<file path="src/rtl/eee_imgproc_multi_bbox.sv">
// rtl/eee_imgproc_multi_bbox.sv - multi-channel colour match, per-frame bounding boxes, video modify
//
// Purpose: matches every RGB video pixel against NUM_CH inclusive colour windows,
// accumulates one bounding box per channel per frame and can highlight matched
// pixels (mode 1) or draw the previous frame's boxes (mode 2, overlay build only).
// Optional feature macro: EEE_BBOX_OVERLAY_EN enables the mode-2 box overlay;
// without it mode 2 behaves as mode 0.
//
// Ports:
//   clk, reset_n                          clock, asynchronous active-low reset
//   sink_data/valid/ready/sop/eop         Avalon-ST video in, R[23:16] G[15:8] B[7:0]
//   source_data/valid/ready/sop/eop       Avalon-ST video out, one register stage
//   mode                                  0 pass, 1 highlight, 2 overlay, 3 pass
//   thr_lo, thr_hi                        per-channel RGB bounds, ch c at [24c+23:24c]
//   bbox                                  per channel {xmin,xmax,ymin,ymax}, ch 0 in LSBs
//   bbox_valid                            channel matched at least one pixel last frame
//   frame_done                            one-cycle pulse when bbox/bbox_valid update
module eee_imgproc_multi_bbox #(
    parameter int          IMAGE_W     = 640,
    parameter int          IMAGE_H     = 480,
    parameter int          NUM_CH      = 4,
    parameter int          COORD_W     = 11,
    parameter logic [23:0] OVERLAY_RGB = 24'hFF0000
) (
    input  logic                          clk,
    input  logic                          reset_n,
    input  logic [23:0]                   sink_data,
    input  logic                          sink_valid,
    output logic                          sink_ready,
    input  logic                          sink_sop,
    input  logic                          sink_eop,
    output logic [23:0]                   source_data,
    output logic                          source_valid,
    input  logic                          source_ready,
    output logic                          source_sop,
    output logic                          source_eop,
    input  logic [1:0]                    mode,
    input  logic [NUM_CH*24-1:0]          thr_lo,
    input  logic [NUM_CH*24-1:0]          thr_hi,
    output logic [NUM_CH*4*COORD_W-1:0]   bbox,
    output logic [NUM_CH-1:0]             bbox_valid,
    output logic                          frame_done
);

    localparam logic [COORD_W-1:0] X_LAST = COORD_W'(IMAGE_W - 1);
    localparam logic [COORD_W-1:0] Y_LAST = COORD_W'(IMAGE_H - 1);

    typedef enum logic [1:0] {IDLE, VIDEO, OTHER} state_t;

    state_t              state;
    logic [COORD_W-1:0]  x, y;
    logic                y_over;        // set once the frame has run past its last line
    logic [1:0]          frame_mode;
    logic [NUM_CH-1:0]   found, nxt_found, hit;
    logic [COORD_W-1:0]  acc_xmin [NUM_CH];
    logic [COORD_W-1:0]  acc_xmax [NUM_CH];
    logic [COORD_W-1:0]  acc_ymin [NUM_CH];
    logic [COORD_W-1:0]  acc_ymax [NUM_CH];
    logic [COORD_W-1:0]  nxt_xmin [NUM_CH];
    logic [COORD_W-1:0]  nxt_xmax [NUM_CH];
    logic [COORD_W-1:0]  nxt_ymin [NUM_CH];
    logic [COORD_W-1:0]  nxt_ymax [NUM_CH];
    logic                in_xfer, pix_beat, on_edge;
    logic [23:0]         pix_out;

    assign sink_ready = source_ready | ~source_valid;
    assign in_xfer    = sink_valid & sink_ready;
    assign pix_beat   = in_xfer & ~sink_sop & (state == VIDEO);

    // Window match per channel; pixels beyond the active area never match.
    always_comb begin
        hit = '0;
        for (int c = 0; c < NUM_CH; c++) begin
            hit[c] = ~y_over;
            for (int k = 0; k < 3; k++) begin
                if ((sink_data[8*k +: 8] < thr_lo[24*c + 8*k +: 8]) ||
                    (sink_data[8*k +: 8] > thr_hi[24*c + 8*k +: 8]))
                    hit[c] = 1'b0;
            end
        end
    end

    // Accumulators including the current beat, so the eop pixel counts too.
    always_comb begin
        nxt_found = found;
        for (int c = 0; c < NUM_CH; c++) begin
            nxt_xmin[c] = acc_xmin[c];
            nxt_xmax[c] = acc_xmax[c];
            nxt_ymin[c] = acc_ymin[c];
            nxt_ymax[c] = acc_ymax[c];
            if (pix_beat && hit[c]) begin
                if (!found[c]) begin
                    nxt_xmin[c] = x;
                    nxt_xmax[c] = x;
                    nxt_ymin[c] = y;
                    nxt_ymax[c] = y;
                end else begin
                    if (x < acc_xmin[c]) nxt_xmin[c] = x;
                    if (x > acc_xmax[c]) nxt_xmax[c] = x;
                    if (y < acc_ymin[c]) nxt_ymin[c] = y;
                    if (y > acc_ymax[c]) nxt_ymax[c] = y;
                end
                nxt_found[c] = 1'b1;
            end
        end
    end

`ifdef EEE_BBOX_OVERLAY_EN
    // Edge test against the boxes published by the previous frame.
    always_comb begin
        on_edge = 1'b0;
        for (int c = 0; c < NUM_CH; c++) begin
            if (bbox_valid[c] && !y_over) begin
                if (((x == bbox[(4*c+3)*COORD_W +: COORD_W]) || (x == bbox[(4*c+2)*COORD_W +: COORD_W])) &&
                    (y >= bbox[(4*c+1)*COORD_W +: COORD_W]) && (y <= bbox[(4*c)*COORD_W +: COORD_W]))
                    on_edge = 1'b1;
                if (((y == bbox[(4*c+1)*COORD_W +: COORD_W]) || (y == bbox[(4*c)*COORD_W +: COORD_W])) &&
                    (x >= bbox[(4*c+3)*COORD_W +: COORD_W]) && (x <= bbox[(4*c+2)*COORD_W +: COORD_W]))
                    on_edge = 1'b1;
            end
        end
    end
`else
    assign on_edge = 1'b0;
`endif

    always_comb begin
        pix_out = sink_data;
        if (frame_mode == 2'd1 && |hit)
            pix_out = 24'hFFFFFF;
        else if (frame_mode == 2'd2 && on_edge)
            pix_out = OVERLAY_RGB;
    end

    always_ff @(posedge clk or negedge reset_n) begin
        if (!reset_n) begin
            state        <= IDLE;
            x            <= '0;
            y            <= '0;
            y_over       <= 1'b0;
            frame_mode   <= 2'd0;
            found        <= '0;
            source_data  <= '0;
            source_valid <= 1'b0;
            source_sop   <= 1'b0;
            source_eop   <= 1'b0;
            bbox         <= '0;
            bbox_valid   <= '0;
            frame_done   <= 1'b0;
            for (int c = 0; c < NUM_CH; c++) begin
                acc_xmin[c] <= '0;
                acc_xmax[c] <= '0;
                acc_ymin[c] <= '0;
                acc_ymax[c] <= '0;
            end
        end else begin
            frame_done <= 1'b0;
            if (source_ready)
                source_valid <= 1'b0;
            if (in_xfer) begin
                if (sink_sop) begin
                    // Header: forwarded as-is; any partial frame is abandoned.
                    source_valid <= 1'b1;
                    source_data  <= sink_data;
                    source_sop   <= 1'b1;
                    source_eop   <= sink_eop;
                    x      <= '0;
                    y      <= '0;
                    y_over <= 1'b0;
                    found  <= '0;
                    for (int c = 0; c < NUM_CH; c++) begin
                        acc_xmin[c] <= '0;
                        acc_xmax[c] <= '0;
                        acc_ymin[c] <= '0;
                        acc_ymax[c] <= '0;
                    end
                    if (sink_data[3:0] == 4'd0)
                        frame_mode <= mode;
                    if (sink_eop)
                        state <= IDLE;
                    else if (sink_data[3:0] == 4'd0)
                        state <= VIDEO;
                    else
                        state <= OTHER;
                end else if (state != IDLE) begin
                    source_valid <= 1'b1;
                    source_data  <= (state == VIDEO) ? pix_out : sink_data;
                    source_sop   <= 1'b0;
                    source_eop   <= sink_eop;
                    if (state == VIDEO) begin
                        if (x == X_LAST) begin
                            x <= '0;
                            if (y == Y_LAST) y_over <= 1'b1;
                            else             y <= y + 1'b1;
                        end else begin
                            x <= x + 1'b1;
                        end
                        if (sink_eop) begin
                            for (int c = 0; c < NUM_CH; c++) begin
                                bbox[(4*c+3)*COORD_W +: COORD_W] <= nxt_xmin[c];
                                bbox[(4*c+2)*COORD_W +: COORD_W] <= nxt_xmax[c];
                                bbox[(4*c+1)*COORD_W +: COORD_W] <= nxt_ymin[c];
                                bbox[(4*c)*COORD_W   +: COORD_W] <= nxt_ymax[c];
                                acc_xmin[c] <= '0;
                                acc_xmax[c] <= '0;
                                acc_ymin[c] <= '0;
                                acc_ymax[c] <= '0;
                            end
                            bbox_valid <= nxt_found;
                            frame_done <= 1'b1;
                            found      <= '0;
                        end else begin
                            for (int c = 0; c < NUM_CH; c++) begin
                                acc_xmin[c] <= nxt_xmin[c];
                                acc_xmax[c] <= nxt_xmax[c];
                                acc_ymin[c] <= nxt_ymin[c];
                                acc_ymax[c] <= nxt_ymax[c];
                            end
                            found <= nxt_found;
                        end
                    end
                    if (sink_eop)
                        state <= IDLE;
                end
            end
        end
    end

endmodule

</file>
<file path="config.mk">
export PLATFORM = sky130hd
export DESIGN_NAME = eee_imgproc_multi_bbox
export DESIGN_NICKNAME = d
export VERILOG_FILES = /design/src/rtl/eee_imgproc_multi_bbox.sv
export SDC_FILE = /design/constraint.sdc
export NUM_CORES = 1
export LEC_CHECK = 0
export ABC_CLOCK_PERIOD_IN_PS = 6200
export CORE_MARGIN = 5
export CORE_UTILIZATION = 45
export CTS_CLUSTER_SIZE = 40
export DETAILED_ROUTE_END_ITERATION = 8
export PLACE_DENSITY = 0.66
export RECOVER_POWER = 100
export SETUP_SLACK_MARGIN = 0.5
export SLEW_MARGIN = 20
export SYNTH_ARGS = -nofsm -noshare
export SYNTH_HDL_FRONTEND = slang
export SYNTH_SLANG_ARGS = --single-unit
export TNS_END_PERCENT = 50
</file>
<file path="constraint.sdc">
create_clock -name clk -period 6.2 [get_ports clk]
set_input_delay 0.93 -clock clk [delete_from_list [all_inputs] [get_ports clk]]
set_output_delay 0.93 -clock clk [all_outputs]
set_load 0.02 [all_outputs]
</file>
==> results by group, run 1 <==
Status
  • Status: finished with violations
  • Violated checks: max-capacitance violations, max-slew violations

CTS
  • Post-CTS setup buffers: 0
  • CTS Buf Count: between 40 and 50
  • Hold Buf Count CTS: 0
  • Root Driver: clkbuf_16
  • CTS tree: yes
  • Clock Latency Late Sink: ~0.60 ns
  • Clock sink total: around 420
  • Clock buffer depth: 3
  • Resized Gates After CTS: 0
  • CTS H-tree depth: 2
  • Clock slew at reported path FFs: roughly 0.060 ns

Place
  • Setup WS pre-CTS: 0.848 ns
  • Port-buffer cells: about 430
  • DP Wirelength: around 66,000 um
  • RePlAce Congestion: 0.936

Logic synthesis
  • Yosys top cell area share: 38.9%
  • Post-Syn Instances: between 2,000 and 3,000
  • Number of flops mapped to enable cells by yosys: 0
  • Post-synthesis average cell area: between 9 and 10 sq um
  • Area leader, netlist: dfrtp_1
  • Synthesized cell area: 26,700 sq um
  • Post-synth cell types: 73
  • Synth async-reset ratio: 100%
  • Largest cells by area after synthesis: dfrtp_1, ha_1, nand2_1, inv_1, mux2i_1
  • Synth Register Bits: 415
  • Syn nets: 3,498
  • Seq/Total Area, Yosys: about two fifths
  • Post-synth top flop: dfrtp_1
  • Yosys warns: 0

Floorplanning
  • Full die area: between 60,000 and 70,000 sq um
  • Die Span Y: approximately 250 um
  • Rows: 89
  • Core area: ~59,000 sq um
  • # IOs: around 430
  • Initial core utilization: 45.3%
  • Die width: approximately 250 um

Setup path
  • Most used cell, CP: o21ai_0
  • CP max FO: 13
  • Worst-path cell with the longest stage delay: dlygate4sd3_1
  • Critical Path AT: roughly 5.8 ns
  • Data required time of the worst path: approximately 6.7 ns
  • Setup CP Type: input port to register
  • Worst path max stage delay: between 0.8 and 0.9 ns
  • Crit-path cells: dlygate4sd3_1 -> ha_1 -> a21oi_1 -> o21ai_0 -> o21a_1 -> or4_1 -> or3_1 -> nor4_4 -> clkbuf_1 -> o21ai_0 -> a22o_1
  • Crit path launch type: input port
  • Critical Path Sink Type: register

Run
  • Total of max-cap violations: 8

Detailed routing
  • DR DRC count: 0
  • Vias per cell: ~5.7
  • Drt first pass iters: 6
  • Wire per inst: about 22 um
  • Initial detailed-routing violation count: ~1,400
  • Via Count: ~23,000
  • Total Wirelength: between 80,000 and 90,000 um
  • Post-route ant nets: 0

STA
  • Skew final: about 0.03 ns
  • Tmin final: between 5 and 6 ns
  • Setup TNS: 0 ns
  • Max Clock Freq: ~190 MHz
  • Unrepaired setup endpoints after global routing: no
  • Final worst slack: around 0.90 ns
  • Tightest Pin Transition: about 2.4 ns
  • Max-slew violation count: approximately 480
  • Final Hold Viols: 0
  • Relative slew slack: -59.9%
  • Final setup vio count: 0
  • Tcrit/Tclk final: a little under nine tenths

Global route
  • Antenna violations before repair: 4
  • First-pass GRT wire length: about 140,000 um
  • GRT Overall Usage: 27.0%
  • Vias in the first global route: 24,200
  • Maximum number of pins on one net before global-route repair: approximately 260
  • Gr ovfl total: 0

Finish
  • Share of layout cells above drive strength 1: ~4.6%
  • Nets@finish: a little under 4,000
  • P&R area growth vs syn: 25.1%
  • Filler cell count: 5,062

Power and ir drop
  • Lkg Pwr: about 0.016 uW
  • Power Density: between 200 and 250 nW/um^2
  • Max VDD drop: 0.181 mV

Hold path
  • HP Class: register to register
[critical path: cells and delay by family]
kind,cells,cell delay [ns]
simple gates,3,1.44
compound gates,5,1.40
fa+ha+maj,1,0.35
buf+inv,2,1.63
[synthesized netlist by cell type (5+ instances only)]
master	n
a21boi_0	5
a22o_1	123
o21bai_1	6
o211ai_1	81
o21ai_0	160
dfrtp_1	415
and4_1	5
and3_1	19
nand2b_1	17
nand2_1	348
nand3_1	148
a211oi_1	11
or2_2	20
inv_1	346
and2_1	7
mux2i_1	125
a21o_1	44
o21a_1	16
ha_1	350
buf_2	25
buf_1	14
a21oi_1	135
xor2_1	12
nor3_1	7
a2111oi_0	8
nor2_1	88
nor4_1	14
clkbuf_1	124
o21ai_1	41
o22ai_1	13
nor2b_1	33
nand4_1	46
o221ai_1	28
a211o_1	7
a31oi_1	13
[registers in the layout (all words and copies together) (netlist names)]
register	cells
acc_xmax	44
acc_xmin	44
acc_ymax	44
acc_ymin	44
bbox	176
bbox_valid	4
found	4
frame_done	1
frame_mode	2
source_data	24
source_eop	1
source_sop	1
source_valid	1
state	2
x	11
y	11
y_over	1
[cells by family (layout without fill, tap and decap cells)]
| kind of cell | count (synthesis) | count (layout) | share of synthesized area, % |
|---|---|---|---|
| XOR/XNOR | 14 | 14 | 0.459 |
| flip-flops | 415 | 415 | 38.9 |
| other | 0 | 2 | 0 |
| multiplexers | 128 | 128 | 4.81 |
| AO/OA/AOI/OAI | 714 | 714 | 17.8 |
| AND/OR/NAND/NOR | 789 | 789 | 14.2 |
| adder cells (fa/ha/maj) | 350 | 350 | 16.4 |
| buffers and inverters | 514 | 919 | 7.46 |
[path summary, 6_finish.rpt]
| kind | startpoint | endpoint | slack [ns] | cells after the start |
|---|---|---|---|---|
| max in group asynchronous | reset_n | source_data[22]$_DFFE_PN0P_ | 1.99 | 2 |
| min in group asynchronous | reset_n | bbox[60]$_DFFE_PN0P_ | 0.91 | 1 |
| min | bbox_valid[1]$_DFFE_PN0P_ | bbox_valid[1]$_DFFE_PN0P_ | 0.47 | 2 |
| max reg2reg | x[5]$_DFFE_PN0P_ | acc_xmax[33]$_DFFE_PN0P_ | 1.65 | 10 |
| min reg2reg | bbox_valid[1]$_DFFE_PN0P_ | bbox_valid[1]$_DFFE_PN0P_ | 0.47 | 2 |
| max | sink_data[23] | acc_xmin[41]$_DFFE_PN0P_ | 0.90 | 11 |
[where the power goes]
group | switching, uW | internal [uW] | leakage, uW
registers | 56.4 | 2780 | 0.00573
logic | 745 | 521 | 0.00930
clock network | 1200 | 1960 | 0.000872
total | 2000 | 5260 | 0.0159
[cell usage in the layout (no fill, tap or decap), types with 7 or more instances in the layout]
| master | Yosys | final |
|---|---|---|
| dfrtp_1 | 415 | 415 |
| ha_1 | 350 | 350 |
| nand2_1 | 348 | 347 |
| inv_1 | 346 | 345 |
| clkdlybuf4s50_1 | 0 | 218 |
| dlygate4sd3_1 | 0 | 213 |
| o21ai_0 | 160 | 192 |
| nand3_1 | 148 | 148 |
| a21oi_1 | 135 | 135 |
| mux2i_1 | 125 | 125 |
| a22o_1 | 123 | 123 |
| nor2_1 | 88 | 86 |
| o211ai_1 | 81 | 81 |
| clkbuf_16 | 0 | 49 |
| nand4_1 | 46 | 46 |
| a21o_1 | 44 | 44 |
| nor2b_1 | 33 | 33 |
| buf_4 | 2 | 29 |
| o221ai_1 | 28 | 28 |
| clkbuf_1 | 124 | 27 |
| or2_2 | 20 | 20 |
| and3_1 | 19 | 19 |
| nand2b_1 | 17 | 17 |
| o21a_1 | 16 | 16 |
| nor4_1 | 14 | 16 |
| a31oi_1 | 13 | 13 |
| o22ai_1 | 13 | 13 |
| xor2_1 | 12 | 12 |
| a211oi_1 | 11 | 11 |
| clkbuf_8 | 0 | 11 |
| o21ai_1 | 41 | 9 |
| bufinv_16 | 0 | 9 |
| nor3_1 | 7 | 8 |
| a2111oi_0 | 8 | 8 |
| clkinv_2 | 0 | 8 |
| and2_1 | 7 | 7 |
| a211o_1 | 7 | 7 |
[final cells by class]
cell class                      instances  area (sq um)  share of cell area [%]
Antenna cell                            2          5.00                  0.0150
Clock buffer                           67          1400                    4.21
Clock inverter                         22           364                    1.09
Inverter                              346          1300                    3.89
Multi-Input combinational cell       1995         14300                    42.8
Sequential cell                       415         10400                    31.1
Tap cell                              773           967                    2.90
Timing Repair Buffer                  484          4660                    14.0
[layer usage]
layer	vias to the layer above	part of all wire, %	GRT usage [%]
met2	750	48	45.7
met1	11500	42	34.9
met5	-	0.044	0
met4	6	3.0	8.22
met3	148	7.1	5.94
li1	11100	-	-
[through the flow]
step                      cells  cell area, sq um  util, %  total power (uW)  hold WS (ns)
after floorplan            2924             26700        -              3540         0.471
after global placement     4012             31800     53.9              4150         0.457
after detailed placement   4012             31800     54.0              4180         0.457
after CTS                  4101             33600     57.0              7360         0.470
after global routing       4103             33400     56.7              7580         0.501
final                      4104             33400     56.7              7260         0.465
Power figures use the tool's default switching activity.
==> run 2, diff against run 1 <==
- GPL_TIMING_DRIVEN: default -> 0
==> run 2 against run 1 <==
Net effect:
- the run still ends with max-capacitance violations, max-slew violations left
- global-route usage rose by 5.1 points
- final cell count rose by 2.8%
- sequential power rose by 1%
- die area did not move
- critical path depth rose by 1
- combinational power barely moved
- routed wire length rose by 20%
- largest cell class unchanged
- highest routed layer unchanged
==> results by group, run 2 (synthesis gave the netlist of run 1 again) <==
Power and ir drop
  • Power Density: 209 nW/um^2 (-3.9%)
  • Lkg Pwr: 0.0159 uW (about the same)
  • Max VDD drop: 0.182 mV (+0.92%)
  • Tot Pwr: 7010 uW (-3.5%)

Finish
  • P&R area growth vs syn: 25.5%
  • Share of layout cells above drive strength 1: 3.43% (-1.2 points)
  • Max reg flops: 176 (unchanged)
  • Filler cell count: 5,298 (+4.7%)
  • Reg with most FFs: bbox
  • Commonest non-fill, non-tap cell in the layout: dfrtp_1
  • Nets@finish: 3,981 (+3.0%)
  • Commonest non-fill, non-tap cells in the layout: dfrtp_1, ha_1, nand2_1

Hold path
  • Hold Path Sink: bbox_valid[2]$_DFFE_PN0P_
  • HP Class: register to register
  • Hold path cells: 2 (unchanged)
  • Hold path start: bbox_valid[2]$_DFFE_PN0P_

CTS
  • Clock Latency Late Sink: 0.61 ns (about the same)
  • Root Driver: clkbuf_16
  • Resized Gates After CTS: 0 (unchanged)
  • CTS tree: yes
  • Hold Buf Count CTS: 0 (unchanged)
  • Post-CTS setup buffers: 0 (unchanged)
  • CTS Buf Count: 45 (-6.3%)
  • Clock buffer depth: 3 (unchanged)
  • Clock slew at reported path FFs: 0.06 ns (about the same)
  • Clock sink total: 415 (unchanged)
  • CTS H-tree depth: 2 (unchanged)

STA
  • Max-slew violation count: 96 (-80%)
  • Tmin final: 5.52 ns (+0.223 ns)
  • Final worst slack: 0.680 ns (-0.223 ns)
  • Final setup vio count: 0 (unchanged)
  • Tcrit/Tclk final: 89.0% (+3.6 points)
  • Tightest Pin Transition: 4.27 ns (+1.87 ns)
  • Skew final: 0.0253 ns (-0.00411 ns)
  • Unrepaired setup endpoints after global routing: no
  • Final Hold Viols: 0 (unchanged)
  • Max Clock Freq: 181 MHz (-4.0%)
  • Relative slew slack: -185% (-120 points)

Detailed routing
  • Initial detailed-routing violation count: 2,063 (+48%)
  • Vias per cell: 5.93 (+3.7%)
  • Wire per inst: 25.1 um (+16%)
  • Total Wirelength: 106,000 um (+20%)
  • Via Count: 25,000 (+6.5%)
  • Drt first pass iters: 6 (unchanged)
  • DR DRC count: 0 (unchanged)
  • Post-route ant nets: 0 (unchanged)

Global route
  • Gr ovfl total: 0 (unchanged)
  • Antenna violations before repair: 15 (+11)
  • Vias in the first global route: 25,500 (+5.6%)
  • First-pass GRT wire length: 157,000 um (+14%)
  • M1 GR Usage: 39.5% (+4.7 points)
  • Gr busiest metal: met2
  • GRT Overall Usage: 32.1% (+5.1 points)
  • GRT met3 Usage: 8.67% (+2.7 points)
  • Maximum number of pins on one net before global-route repair: 101 (-62%)
  • M2 GR Usage: 53.3% (+7.6 points)

Floorplanning
  • Core area: 58,900 sq um (unchanged)
  • Die Span Y: 254 um (unchanged)
  • Initial core utilization: 45.3% (unchanged)
  • # IOs: 433 (unchanged)
  • Rows: 89 (unchanged)
  • Die width: 254 um (unchanged)
  • Full die area: 64,300 sq um (unchanged)

Setup path
  • Crit path launch: sink_data[0]
  • CP max FO: 10 (-3)
  • Crit path launch type: input port
  • Critical Path Sink Type: register
  • Critical Path AT: 6.01 ns (+0.23 ns)
  • Worst R2R Setup Slack: 1.19 ns (-0.46 ns)
  • FF-to-FF Start: source_valid$_DFF_PN0_
  • Worst flop-to-flop path endpoint: acc_xmin[28]$_DFFE_PN0P_
  • Data required time of the worst path: 6.69 ns (about the same)
  • R2R depth: 10 (unchanged)
  • Setup CP Type: input port to register

Place
  • Port-buffer cells: 432 (unchanged)
  • RePlAce Congestion: 0.976 (+4.4%)
  • Setup WS pre-CTS: 0.639 ns (-0.210 ns)
  • DP Wirelength: 80,400 um (+23%)

Status
  • Status: finished with violations
  • Violated checks: max-capacitance violations, max-slew violations

Run
  • Total of max-cap violations: 2 (-6)
-- run 2: cell count changes in the layout (fill, tap and decap cells not counted), moves of 4 or more --
cell and delta:
buf_1 +5, clkbuf_16 -4, clkinv_2 -5, buf_2 +13
diode_2 +6, buf_4 -27, buf_16 +4, bufinv_16 -5
clkbuf_1 +126
-- run 2: worst max-delay path by stage --
stage	slack, ns	cells past startpoint	end
5_1_grt	0.62	12	acc_xmin[21]$_DFFE_PN0P_
6_report	0.68	12	acc_ymin[14]$_DFFE_PN0P_
2_1_floorplan	2.78	10	bbox[34]$_DFFE_PN0P_
4_1_cts	1.28	12	bbox[131]$_DFFE_PN0P_
3_3_place_gp	-14.06	1	source_data[15]$_DFFE_PN0P_
3_5_place_dp	0.64	12	bbox[131]$_DFFE_PN0P_
-- run 2: final cells by class --
cell class / count / area (sq um) / area share [%]
well taps: 773 / 967 / 2.89
multi-input cells: 1995 / 14200 / 42.5
plain buffers: 168 / 669 / 2.00
clock inverters: 13 / 195 / 0.582
diodes: 8 / 20.0 / 0.0597
clock buffers: 63 / 1300 / 3.89
flip-flops and latches: 415 / 10400 / 31.0
repair buffers: 436 / 4430 / 13.2
inverters: 346 / 1300 / 3.88
-- run 2: where the power goes --
group / switching (uW) / total [uW] / internal (uW)
combinational: 771 / 1300 / 524
sequential: 103 / 2880 / 2780
clock: 1200 / 2830 / 1630
-- run 2: worst max-delay path, cell delays in order --
cell           delay [ns]
dlygate4sd3_1        0.78
inv_1                0.27
ha_1                 0.35
nand4_1              0.11
or2_1                0.22
a221oi_1             0.89
nand4_1              0.81
or4b_1               0.72
clkbuf_1             0.17
a21o_1               0.21
clkbuf_1             0.24
a22o_1               0.30
-- run 2: per-layer routing --
metal	vias to the layer above	part of all wire (%)	wire, um
li1	11300	-	-
met1	12400	39	41600
met2	1103	47	49800
met3	257	8.8	9360
met4	14	4.8	5120
met5	-	0.10	109
-- run 2: stage by stage --
step,instance area (sq um),std cells,hold WS (ns),utilization [%],setup TNS [ns]
after floorplan,26700,2924,0.471,-,0
after global placement,32000,4129,0.457,54.3,-5820.94
after detailed placement,32100,4133,0.460,54.5,0
after CTS,33600,4209,0.337,57.0,0
after global routing,33500,4216,0.489,56.9,0
final,33500,4217,0.463,56.9,0
==> run 3, diff against run 2 <==
- CTS_BUF_LIST: default -> sky130_fd_sc_hd__clkbuf_2 sky130_fd_sc_hd__clkbuf_4 sky130_fd_sc_hd__clkbuf_8
- RECOVER_POWER: 100 -> default
==> run 3 against run 2 <==
Net effect:
- the run now ends clean
- count of clock-buffer cells in the layout grew 51
- largest cell class unchanged
- sequential power hardly changed
- final cell count increased by 1.4%
- via count grew 0.58%
- sequential share of layout area shrank 0.21 points
- register-to-register slack improved by 0.57 ns
- first-iteration DRC count is 4.6% higher
- die area is the same
- fmax rose by 14%
- combinational power about the same
==> results by group, run 3 (synthesis gave the netlist of run 1 again) <==
Setup path
  • Data required time of the worst path: 6.73 ns (+0.04 ns)
  • Most used cell, CP: nand4_1
  • Buf+Inv Stages, Crit Path: 4 (unchanged)
  • Crit-path cells: clkdlybuf4s50_1 -> inv_1 -> ha_1 -> nand4_1 -> or2_1 -> a221oi_2 -> nand4_1 -> or4b_1 -> clkbuf_1 -> buf_2 -> mux2i_1 -> o21ai_0
  • Worst flop-to-flop path endpoint: bbox[122]$_DFFE_PN0P_
  • Crit path launch type: input port
  • Critical Path Sink Type: register
  • Worst R2R Setup Slack: 1.76 ns (+0.57 ns)
  • Delay-heaviest family, CP: simple AND/OR/NAND/NOR gates
  • FF-to-FF Start: source_valid$_DFF_PN0_
  • Critical Path AT: 5.37 ns (-0.64 ns)
  • Worst path max stage delay: 0.71 ns (-0.18 ns)
  • CP max FO: 10 (unchanged)
  • Worst-path cell with the longest stage delay: or4b_1
  • Setup CP Type: input port to register
  • R2R depth: 11 (+1)

Finish
  • Post-route cell area: 33,700 sq um (+0.69%)
  • Commonest non-fill, non-tap cell in the layout: clkdlybuf4s50_1
  • Share of layout cells above drive strength 1: 5.93% (+2.5 points)
  • Final cell count without fillers: 4,274 (+1.4%)
  • Commonest non-fill, non-tap cells in the layout: clkdlybuf4s50_1, dfrtp_1, ha_1
  • P&R area growth vs syn: 26.4%
  • Max reg flops: 176 (unchanged)
  • Nets@finish: 4,009 (+0.70%)
  • Reg with most FFs: bbox

Detailed routing
  • Via Count: 25,100 (+0.58%)
  • Total Wirelength: 106,000 um (-0.17%)
  • Wire per inst: 24.8 um (-1.5%)
  • Vias per cell: 5.88 (-0.76%)
  • Drt first pass iters: 5 (-1)
  • Initial detailed-routing violation count: 2,157 (+4.6%)
  • DR DRC count: 0 (unchanged)
  • Post-route ant nets: 0 (unchanged)

STA
  • Skew final: 0.0334 ns (+0.00809 ns)
  • Tmin final: 4.85 ns (-0.674 ns)
  • Relative slew slack: 17.8% (+200 points)
  • Max-slew violation count: 0 (-100%)
  • Final Hold Viols: 0 (unchanged)
  • Tightest Pin Transition: 1.23 ns (-3.04 ns)
  • Max Clock Freq: 206 MHz (+14%)
  • Setup TNS: 0 ns (unchanged)
  • Final setup vio count: 0 (unchanged)
  • Tcrit/Tclk final: 78.2% (-11 points)
  • Unrepaired setup endpoints after global routing: no

CTS
  • Clock buffer depth: 3 (unchanged)
  • CTS Buf Count: 73 (+62%)
  • Hold Buf Count CTS: 0 (unchanged)
  • Root Driver: clkbuf_8
  • Clock slew at reported path FFs: 0.06 ns (about the same)
  • CTS tree: yes
  • Resized Gates After CTS: 0 (unchanged)
  • Clock Latency Late Sink: 0.67 ns (+0.06 ns)
  • Clock sink total: 415 (unchanged)
  • CTS H-tree depth: 3 (+1)
  • Post-CTS setup buffers: 0 (unchanged)

Floorplanning
  • Die width: 254 um (unchanged)
  • Core area: 58,900 sq um (unchanged)
  • Die Span Y: 254 um (unchanged)
  • Initial core utilization: 45.3% (unchanged)
  • # IOs: 433 (unchanged)
  • Rows: 89 (unchanged)
  • Full die area: 64,300 sq um (unchanged)

Place
  • DP Wirelength: 80,400 um (unchanged)
  • Dpl cells: 4,133 (unchanged)
  • RePlAce Congestion: 0.976 (unchanged)
  • Port-buffer cells: 432 (unchanged)
  • Placed cell area: 32,100 sq um (unchanged)

Global route
  • Antenna violations before repair: 15 (unchanged)
  • First-pass GRT wire length: 157,000 um (about the same)
  • Maximum number of pins on one net before global-route repair: 101 (unchanged)
  • GRT Overall Usage: 32.2% (+0.046 points)
  • Gr ovfl total: 0 (unchanged)
  • Vias in the first global route: 25,900 (+1.3%)

Power and ir drop
  • Power Density: 209 nW/um^2 (-0.22%)
  • Max VDD drop: 0.139 mV (-24%)
  • Lkg Pwr: 0.0154 uW (-3.2%)

Hold path
  • HP Class: input port to asynchronous set/reset pin

Run
  • Total of max-cap violations: 0 (-2)

Status
  • Status: finished clean
[run 3: cell types whose count changed in the layout (fill, tap and decap cells not counted), sizes merged]
cell,before,now
buf,26,49
bufinv,4,3
clkbuf,209,238
clkdlybuf4s25,1,0
clkdlybuf4s50,219,431
clkinv,3,8
clkinvlp,3,2
diode,8,10
dlygate4sd3,212,0
inv,349,350
[run 3: worst max-delay path by stage]
stage / startpoint / end / slack [ns] / cells past startpoint
2_1_floorplan: sink_data[16] / bbox[34]$_DFFE_PN0P_ / 2.78 / 10
3_3_place_gp: reset_n / source_data[15]$_DFFE_PN0P_ / -14.06 / 1
3_5_place_dp: sink_data[0] / bbox[131]$_DFFE_PN0P_ / 0.64 / 12
4_1_cts: sink_data[0] / bbox[131]$_DFFE_PN0P_ / 1.36 / 12
5_1_grt: sink_data[0] / bbox[120]$_DFFE_PN0P_ / 1.21 / 10
6_report: sink_data[0] / bbox[131]$_DFFE_PN0P_ / 1.35 / 12
[run 3: layout make-up]
cell class | count | area (sq um)
Antenna cell | 10 | 25.0
Buffer | 168 | 692
Clock buffer | 114 | 1440
Clock inverter | 17 | 180
Fill cell | 5301 | 25200
Inverter | 346 | 1300
Multi-Input combinational cell | 1995 | 14300
Sequential cell | 415 | 10400
Tap cell | 773 | 967
Timing Repair Buffer | 436 | 4440
[run 3: worst reg2reg max path: stages, from the launching register on]
cell	delay, ns
dfrtp_1	0.39
nand2b_2	0.17
and2_2	0.29
and3_1	0.17
clkbuf_1	0.32
nand2_1	0.19
buf_2	0.44
clkbuf_1	0.59
clkbuf_1	0.88
clkbuf_1	0.67
nand2_1	0.13
o21ai_0	0.12
[run 3: layer usage]
layer / vias up / GRT usage (%) / part of all wire [%]
met4: 10 / 15.7 / 5.1
met1: 12400 / 39.3 / 39
met3: 268 / 8.66 / 9.0
met5: - / 0 / 0.073
li1: 11300 / - / -
met2: 1136 / 52.9 / 47
[run 3: through the flow]
stage / util (%) / power, uW / setup slack [ns] / hold WS (ns)
floorplan: - / 3540 / 2.78 / 0.471
global placement: 54.3 / 4200 / -14.06 / 0.457
detailed placement: 54.5 / 4240 / 0.639 / 0.460
CTS: 57.2 / 7060 / 1.36 / 0.248
global route: 57.3 / 7320 / 1.21 / 0.302
finish: 57.3 / 7040 / 1.35 / 0.263
[run 3: power by group]
part / internal, uW / leakage [uW] / switching, uW
Clock: 1610 / 0.000857 / 1230
Sequential: 2780 / 0.00573 / 107
Combinational: 547 / 0.00879 / 772
Total: 4940 / 0.0154 / 2110
